$ cat src/rtl/gfx_fifo_level_pkg.sv
// Shared helpers for the gfx_fifo_level FIFO.
// Holds the pointer-width function used to size the RAM address for any depth.
package gfx_fifo_level_pkg;

   // A one-entry RAM still needs a 1-bit address, so the width never drops to zero.
   function automatic int unsigned ptr_width(input int unsigned entries);
      return (entries <= 1) ? 1 : $clog2(entries);
   endfunction

endpackage

$ cat src/rtl/gfx_fifo_ram.sv
// Simple dual-port storage for gfx_fifo_level.
// The registered read port doubles as the FIFO's output data register.
module gfx_fifo_ram
   import gfx_fifo_level_pkg::*;
#(
   parameter int WIDTH   = 32,
   parameter int ENTRIES = 15,
   parameter int PTR_W   = 4
) (
   input  logic             clk,
   input  logic             rst,
   input  logic             wr_en_i,
   input  logic [PTR_W-1:0] waddr_i,
   input  logic [WIDTH-1:0] wdata_i,
   input  logic             rd_en_i,
   input  logic [PTR_W-1:0] raddr_i,
   output logic [WIDTH-1:0] rdata_o
);

   logic [WIDTH-1:0] mem_q [ENTRIES];
   logic [WIDTH-1:0] rdata_q;

   always_ff @(posedge clk) begin
      if (wr_en_i) mem_q[waddr_i] <= wdata_i;
   end

   // Only the read register is reset so the head word reads as zero after reset.
   always_ff @(posedge clk or posedge rst) begin
      if (rst)          rdata_q <= '0;
      else if (rd_en_i) rdata_q <= mem_q[raddr_i];
   end

   assign rdata_o = rdata_q;

endmodule

$ cat src/rtl/gfx_fifo_level.sv
// Single-clock FIFO with level, registered almost-full/almost-empty flags and flush.
// Define GFX_FIFO_BYPASS_EN to let a push into an empty FIFO skip the RAM (1-edge latency).
module gfx_fifo_level
   import gfx_fifo_level_pkg::*;
#(
   parameter int WIDTH        = 32,
   parameter int DEPTH        = 16,
   parameter int ALMOST_FULL  = DEPTH - 2,
   parameter int ALMOST_EMPTY = 1
) (
   input  logic                       clk,
   input  logic                       rst,
   input  logic                       flush,
   input  logic [WIDTH-1:0]           in,
   input  logic                       in_valid,
   output logic                       in_ready,
   input  logic                       out_ready,
   output logic                       out_valid,
   output logic [WIDTH-1:0]           out,
   output logic [$clog2(DEPTH+1)-1:0] level,
   output logic                       almost_full,
   output logic                       almost_empty
);

   localparam int PTR_W = int'(ptr_width(DEPTH - 1));
   localparam int LVL_W = $clog2(DEPTH + 1);
   localparam logic [PTR_W-1:0] PTR_MAX  = PTR_W'(DEPTH - 2);
   localparam logic [LVL_W-1:0] LVL_FULL = LVL_W'(DEPTH);
   localparam logic [LVL_W-1:0] AF_LVL   = LVL_W'(ALMOST_FULL);
   localparam logic [LVL_W-1:0] AE_LVL   = LVL_W'(ALMOST_EMPTY);

   logic [PTR_W-1:0] wptr_q, wptr_d, rptr_q, rptr_d;
   logic [LVL_W-1:0] level_q, level_d;
   logic             out_valid_q, out_valid_d;
   logic             af_q, af_d, ae_q, ae_d;
   logic             push, pop, ram_empty, load, byp, wr_en;
   logic [WIDTH-1:0] ram_rdata;

   function automatic logic [PTR_W-1:0] ptr_inc(input logic [PTR_W-1:0] p);
      return (p == PTR_MAX) ? '0 : p + 1'b1;
   endfunction

   assign in_ready  = !flush && (level_q < LVL_FULL);
   assign push      = in_valid && in_ready;
   assign pop       = out_valid_q && out_ready;
   // The output register holds one of the counted words; the rest live in RAM.
   assign ram_empty = (level_q == LVL_W'(out_valid_q));
   assign load      = !flush && !ram_empty && (!out_valid_q || pop);

`ifdef GFX_FIFO_BYPASS_EN
   logic [WIDTH-1:0] byp_q;
   logic             sel_q;

   assign byp = push && ram_empty && (!out_valid_q || pop);

   always_ff @(posedge clk or posedge rst) begin
      if (rst) begin
         byp_q <= '0;
         sel_q <= 1'b0;
      end else if (byp) begin
         byp_q <= in;
         sel_q <= 1'b1;
      end else if (load) begin
         sel_q <= 1'b0;
      end
   end

   assign out = sel_q ? byp_q : ram_rdata;
`else
   assign byp = 1'b0;
   assign out = ram_rdata;
`endif

   assign wr_en = push && !byp;

   always_comb begin
      wptr_d      = wptr_q;
      rptr_d      = rptr_q;
      level_d     = level_q;
      out_valid_d = out_valid_q;
      if (flush) begin
         wptr_d      = '0;
         rptr_d      = '0;
         level_d     = '0;
         out_valid_d = 1'b0;
      end else begin
         if (wr_en) wptr_d = ptr_inc(wptr_q);
         if (load)  rptr_d = ptr_inc(rptr_q);
         if (load || byp) out_valid_d = 1'b1;
         else if (pop)    out_valid_d = 1'b0;
         level_d = level_q + LVL_W'(push) - LVL_W'(pop);
      end
      af_d = (level_d >= AF_LVL);
      ae_d = (level_d <= AE_LVL);
   end

   always_ff @(posedge clk or posedge rst) begin
      if (rst) begin
         wptr_q      <= '0;
         rptr_q      <= '0;
         level_q     <= '0;
         out_valid_q <= 1'b0;
         af_q        <= 1'b0;
         ae_q        <= 1'b1;
      end else begin
         wptr_q      <= wptr_d;
         rptr_q      <= rptr_d;
         level_q     <= level_d;
         out_valid_q <= out_valid_d;
         af_q        <= af_d;
         ae_q        <= ae_d;
      end
   end

   gfx_fifo_ram #(
      .WIDTH  (WIDTH),
      .ENTRIES(DEPTH - 1),
      .PTR_W  (PTR_W)
   ) u_ram (
      .clk    (clk),
      .rst    (rst),
      .wr_en_i(wr_en),
      .waddr_i(wptr_q),
      .wdata_i(in),
      .rd_en_i(load),
      .raddr_i(rptr_q),
      .rdata_o(ram_rdata)
   );

   assign out_valid    = out_valid_q;
   assign level        = level_q;
   assign almost_full  = af_q;
   assign almost_empty = ae_q;

endmodule

$ cat config.mk
export PLATFORM = sky130hd
export DESIGN_NAME = gfx_fifo_level
export DESIGN_NICKNAME = d
export VERILOG_FILES = /design/src/rtl/gfx_fifo_level_pkg.sv /design/src/rtl/gfx_fifo_ram.sv /design/src/rtl/gfx_fifo_level.sv
export SDC_FILE = /design/constraint.sdc
export NUM_CORES = 1
export LEC_CHECK = 0
export CELL_PAD_IN_SITES_DETAIL_PLACEMENT = 0
export CELL_PAD_IN_SITES_GLOBAL_PLACEMENT = 2
export CORE_ASPECT_RATIO = 1.4
export CORE_MARGIN = 2
export CORE_UTILIZATION = 40
export CTS_CLUSTER_DIAMETER = 50
export DETAILED_ROUTE_END_ITERATION = 8
export PLACE_DENSITY_LB_ADDON = 0.1
export SLEW_MARGIN = 40
export SYNTH_ARGS = -nofsm -noshare
export SYNTH_HDL_FRONTEND = slang
export SYNTH_HIERARCHICAL = 1
export SYNTH_SLANG_ARGS = --single-unit
$ cat constraint.sdc
create_clock -name clk -period 5 [get_ports clk]
set_input_delay 0.75 -clock clk [delete_from_list [all_inputs] [get_ports clk]]
set_output_delay 0.75 -clock clk [all_outputs]
set_load 0.02 [all_outputs]
# Yosys cells after proc, flatten, opt, wreduce, memory -nomap -nowiden
# Memory sizes are Yosys's and may differ from the RTL's. A register that Yosys moved wholly into a read port is not among the register bits.
# Cells that the tools add are included.
# W data, S select, Z words.
dict set report totals {
  regBits 16
  ramBits 480
  out_inout_bits 41
  word_cells 41
  mem_count 1
}
# memory depth word_bits rd rd_clocked_by_memory_dff wr line_no
set memory_table {}
lappend memory_table {u_ram.mem_q 15 32 1 1 1 gfx_fifo_ram.sv:20} ;# logic [WIDTH-1:0] mem_q [ENTRIES];
dict set report classes {
  addsub 4
  magnitude_cmp 3
  eq_ne 3
  mux 12
  n_reduce_logical 12
}
# cell count
set ops {}
lappend ops {{$mux W4} 6}
lappend ops {{$add A4 B1 Y4 const B} 2}
lappend ops {{$eq A4 B4 Y1 const B} 2}
lappend ops {{$add A5 B1 Y5} 1}
lappend ops {{$eq A5 B1 Y1} 1}
lappend ops {{$ge A5 B4 Y1 const B} 1}
lappend ops {{$le A5 B1 Y1 const B} 1}
lappend ops {{$logic_and A1 B1 Y1} 5}
lappend ops {{$lt A5 B5 Y1 const B} 1}
lappend ops {{$mux W1} 5}
lappend ops {{$mux W5} 1}
lappend ops {{$sub A5 B1 Y5} 1}
lappend ops {{$reduce_bool A2 Y1} 2}
lappend ops {{$logic_not A1 Y1} 3}
lappend ops {{$reduce_bool A3 Y1} 1}
lappend ops {{$logic_or A1 B1 Y1} 1}

# Depth between registers and ports, before layout
dict set report logic_depth {
  depth_word 7
  depth_mapped 11
}

# Hierarchy
# Netlist, hierarchy kept.
# mod instances cells_each area_each_um2 seq_area_each_um2
set by_module_without_submodules {}
lappend by_module_without_submodules {gfx_fifo_ram 1 1015 19645.1 15214.6}
lappend by_module_without_submodules {gfx_fifo_level 1 96 972.2 401.6}

# Worst setup path before layout
# No wires, ideal clock.
dict set report synth_timing {
  path_kind {input port to flip-flop}
  startpoint {input flush}
  endpoint {memory u_ram.mem_q[0][0], enable pin}
  arrival_time_ps 4227
  required_time_ps 4539
  setup_slack_ps 312
  path_stages 6
  path_cell_list {buf_2 nor2_1 nand2_1 inv_2 or3b_2 nor3_1}
}
dict set report synth_via {
  elab_chain_cells 5
}
# element line_no
set synth_lines {}
lappend synth_lines {{from (decl)} gfx_fifo_level.sv:13} ;# input logic flush,
lappend synth_lines {{$logic_not A1 Y1} gfx_fifo_level.sv:43} ;# assign in_ready = !flush && (level_q < LVL_FULL);
lappend synth_lines {{$logic_and A1 B1 Y1} gfx_fifo_level.sv:43}
lappend synth_lines {{net in_ready} gfx_fifo_level.sv:16} ;# output logic in_ready,
lappend synth_lines {{$logic_and A1 B1 Y1} gfx_fifo_level.sv:44} ;# assign push = in_valid && in_ready;
lappend synth_lines {{net push} gfx_fifo_level.sv:36} ;# logic push, pop, ram_empty, load, byp, wr_en;
lappend synth_lines {{$mux W1} gfx_fifo_ram.sv:24} ;# if (wr_en_i) mem_q[waddr_i] <= wdata_i;
lappend synth_lines {{$mux W1 (not written as such)} gfx_fifo_ram.sv:24}
lappend synth_lines {{to (decl)} gfx_fifo_ram.sv:20}
# The timed path passes the listed nets, and every way through them passes these cells.

# Worst setup path in the final report
dict set report layout_timing {
  startpoint {register level_q[2] (netlist: level[2])}
  endpoint {register u_ram.rdata_q[23] (netlist: u_ram/rdata_o[23]) (read register of u_ram.mem_q)}
}
dict set report layout_via {
  elab_chain_cells 4
}
# element line_no
set layout_lines {}
lappend layout_lines {{from (decl)} gfx_fifo_level.sv:33} ;# logic [LVL_W-1:0] level_q, level_d;
lappend layout_lines {{from (signal assigned)} gfx_fifo_level.sv:108} ;# level_q <= level_d;
lappend layout_lines {{$eq A5 B1 Y1} gfx_fifo_level.sv:47} ;# assign ram_empty = (level_q == LVL_W'(out_valid_q));
lappend layout_lines {{$logic_not A1 Y1} gfx_fifo_level.sv:48} ;# assign load = !flush && !ram_empty && (!out_valid_q || pop);
lappend layout_lines {{$logic_and A1 B1 Y1 (2 in series)} gfx_fifo_level.sv:48}
lappend layout_lines {{net load} gfx_fifo_level.sv:36}
lappend layout_lines {{to (decl)} gfx_fifo_ram.sv:21} ;# logic [WIDTH-1:0] rdata_q;
# The timed path passes the listed nets, and every way through them passes these cells.
# A chain may end at the register's enable or synchronous reset.

==> results.json <==
{
  "synth_area_sq_um": 20600,
  "setup_tns_ns": 0,
  "synth-seq-cells": 528,
  "die_w_microns": 196,
  "status": "finished, final reports clean",
  "placed_cells": 1812,
  "finalWorstSetupSlack_ns": 1.99,
  "ys_seq_area_share_pct": 75.7,
  "reg2reg_setup_slack_ns": 1.99,
  "final_cell_mix": "edfxtp_1 (480), mux2i_1 (109), clkdlybuf4s50_1 (77)",
  "worst_slew_pin_slew_ns": 0.790,
  "multi_input_area_sq_um": 4660,
  "yosys.area.top_type": "edfxtp_1",
  "portBuffers": 77,
  "irDropWorstVdd_mv": 0.365,
  "dieArea_sq_um": 53400,
  "via_per_inst": 5.37,
  "n_antenna_cell": 0,
  "startpoint_type": "register",
  "post_dp_cell_area_sq_um": 22300,
  "slew_viol_final": 0,
  "finalClockSkew_ns": 0.00965,
  "grt_pass1_vias": 11000,
  "drive_gt1_share_pct": 17.7,
  "io_pins": 78,
  "max_freq_mhz": 332,
  "fin_crit_ns": 3.01,
  "htreeDepth": 2,
  "ant_nets": 0,
  "synth_flop_cell": "edfxtp_1",
  "drt-total-wl_microns": 49200,
  "antenna_found_initial": 0,
  "overflow": 0,
  "cts_sinks": 528,
  "stdcell_count": 1909,
  "dr.pass1.iters": 4,
  "fin_crit_sh_pct": 60.3,
  "ctsHoldBuffers": 0,
  "rsz0062_at_grt": "false",
  "routedWlPerCell_microns": 25.8,
  "gp_congestion": 0.704,
  "synthCells": 1111,
  "row_count": 98,
  "path_cells": "inv_1, ha_1, and4bb_1, o22ai_4, nor2b_4, or3b_2, o22ai_1, nor3_2",
  "pwr_density_cell_nw_per_um2": 489,
  "synth-edff-count": 480,
  "grt_use_total_pct": 18.8,
  "initial_core_util_pct": 40.4,
  "ff_latch_area_sq_um": 15600,
  "path_max_fanout": 21,
  "core_area_sq_um": 51000,
  "worstPathRequired_ns": 5.47,
  "synth_nets": 1159,
  "grt_pass1_wl_microns": 72600,
  "area_growth_pct": 16.0,
  "crit_path_top_delay_cell": "or3b_2",
  "place_hpwl_microns": 28000,
  "drc_errors": 0,
  "cts_tree": "built",
  "yosysWarnings": 6,
  "hold_violations": 0,
  "cts_buffers": 52,
  "worstPathArrival_ns": 3.49,
  "leakage_nw": 7.58,
  "critical_path.endpoint_type": "register",
  "clk_path_buf_depth": 3,
  "dp_slack_ns": 1.51,
  "min_path_type": "register to register",
  "crit_path_max_incr_delay_ns": 0.83,
  "grt_max_degree": 90,
  "finalSetupViolCount": 0,
  "ys_types": 57,
  "nets": 1265,
  "path_class": "register to register",
  "root_buffer": "clkbuf_16",
  "max-slew-margin-rel_pct": 47.2,
  "cts_resized": 0,
  "drt_iter0_markers": 555,
  "synthTopCellsByArea": "edfxtp_1 (70%), mux4_2 (5.8%), dfrtp_1 (5.7%)",
  "fill_cells": 4418,
  "clk_latency_ns": 0.59,
  "vias": 10300,
  "die_h_microns": 273,
  "path_clk_slew_ns": 0.06,
  "maxCapViolations": 0,
  "design_area_sq_um": 23900,
  "syn_area_per_cell_sq_um": 18.6,
  "cp_top_family": "simple AND/OR/NAND/NOR gates",
  "synthArstFlopShare_pct": 9.09,
  "post_cts_buffers": 0,
  "critPathBufInv": 1,
  "final_common_cell": "edfxtp_1",
  "synth_top_area_share_pct": 69.9
}
[logic make-up after synthesis]
family / count (synthesis) / synth area share [%]
buffers and inverters: 76 / 2.21
adders and majority gates: 11 / 0.704
AOI/OAI and AO/OA: 172 / 5.84
muxes: 163 / 11.1
and+or+nand+nor: 157 / 4.19
DFF: 528 / 75.7
xor gates and xnor gates: 4 / 0.170
[worst paths after layout]
| kind | start | end | cells after the start |
|---|---|---|---|
| max | level[2] | u_ram/rdata_o[23] | 8 |
| min | u_ram/rdata_o[31] | u_ram/rdata_o[31] | 2 |
| max reg2reg | level[2] | u_ram/rdata_o[23] | 8 |
| min reg2reg | u_ram/rdata_o[31] | u_ram/rdata_o[31] | 2 |
| max in group asynchronous | rst | rptr_q[0] | 2 |
| min in group asynchronous | rst | u_ram/rdata_o[11] | 2 |
[cell usage after synthesis (all sizes together) (6+ instances only)]
library cell / number
o21ai: 35
a31oi: 25
edfxtp: 480
nand2b: 15
a21oi: 25
inv: 15
mux4: 53
a221oi: 11
a211o: 11
nand2: 26
buf: 45
o221ai: 19
o22ai: 35
nor2: 52
dfrtp: 47
nand3b: 6
ha: 10
nor2b: 14
mux2i: 109
nor3: 27
clkbuf: 16
[per-stage QoR]
step           utilization, %  total power, mW  hold WS (ns)
2_1_floorplan               -             7.18         0.583
3_3_place_gp             43.6             8.11         0.535
3_5_place_dp             43.7             8.11         0.536
4_1_cts                  46.8             11.9         0.543
5_1_grt                  46.9             12.2         0.560
6_report                 46.9             11.7         0.541
[worst reg2reg max path, delay by kind of cell (launching register included)]
kind                       cells  cell delay [ns]
buffers and inverters          1             0.08
DFF                            1             0.39
adders and majority gates      1             0.24
AOI/OAI and AO/OA              2             0.54
and+or+nand+nor                4             1.64
[report_power, final]
| group | switching (mW) | total [mW] | internal, mW |
|---|---|---|---|
| clock network | 1.61 | 3.74 | 2.13 |
| registers | 0.273 | 5.32 | 5.05 |
| logic | 1.48 | 2.64 | 1.16 |
[cell type report]
| cell class | instances | area share, % |
|---|---|---|
| inverters | 15 | 0.246 |
| flip-flops and latches | 528 | 65.3 |
| well taps | 650 | 3.40 |
| multi-input cells | 507 | 19.5 |
| clock inverters | 24 | 0.701 |
| clock buffers | 72 | 6.09 |
| repair buffers | 113 | 4.76 |
[metal layers]
layer	routed length [microns]	vias to the layer above	global-route usage, %
met5	0	-	0
met4	1240	0	6.40
met3	1570	68	2.55
met2	27000	170	35.5
met1	19400	5342	22.0
li1	-	4673	-
[registers in the layout (all words and copies together), names as in the netlist]
name           flops
u_ram/rdata_o     32
rptr_q             4
almost_empty       1
wptr_q             4
u_ram/mem_q      480
out_valid          1
almost_full        1
level              5
No activity file was read; power rests on OpenSTA's default activity.
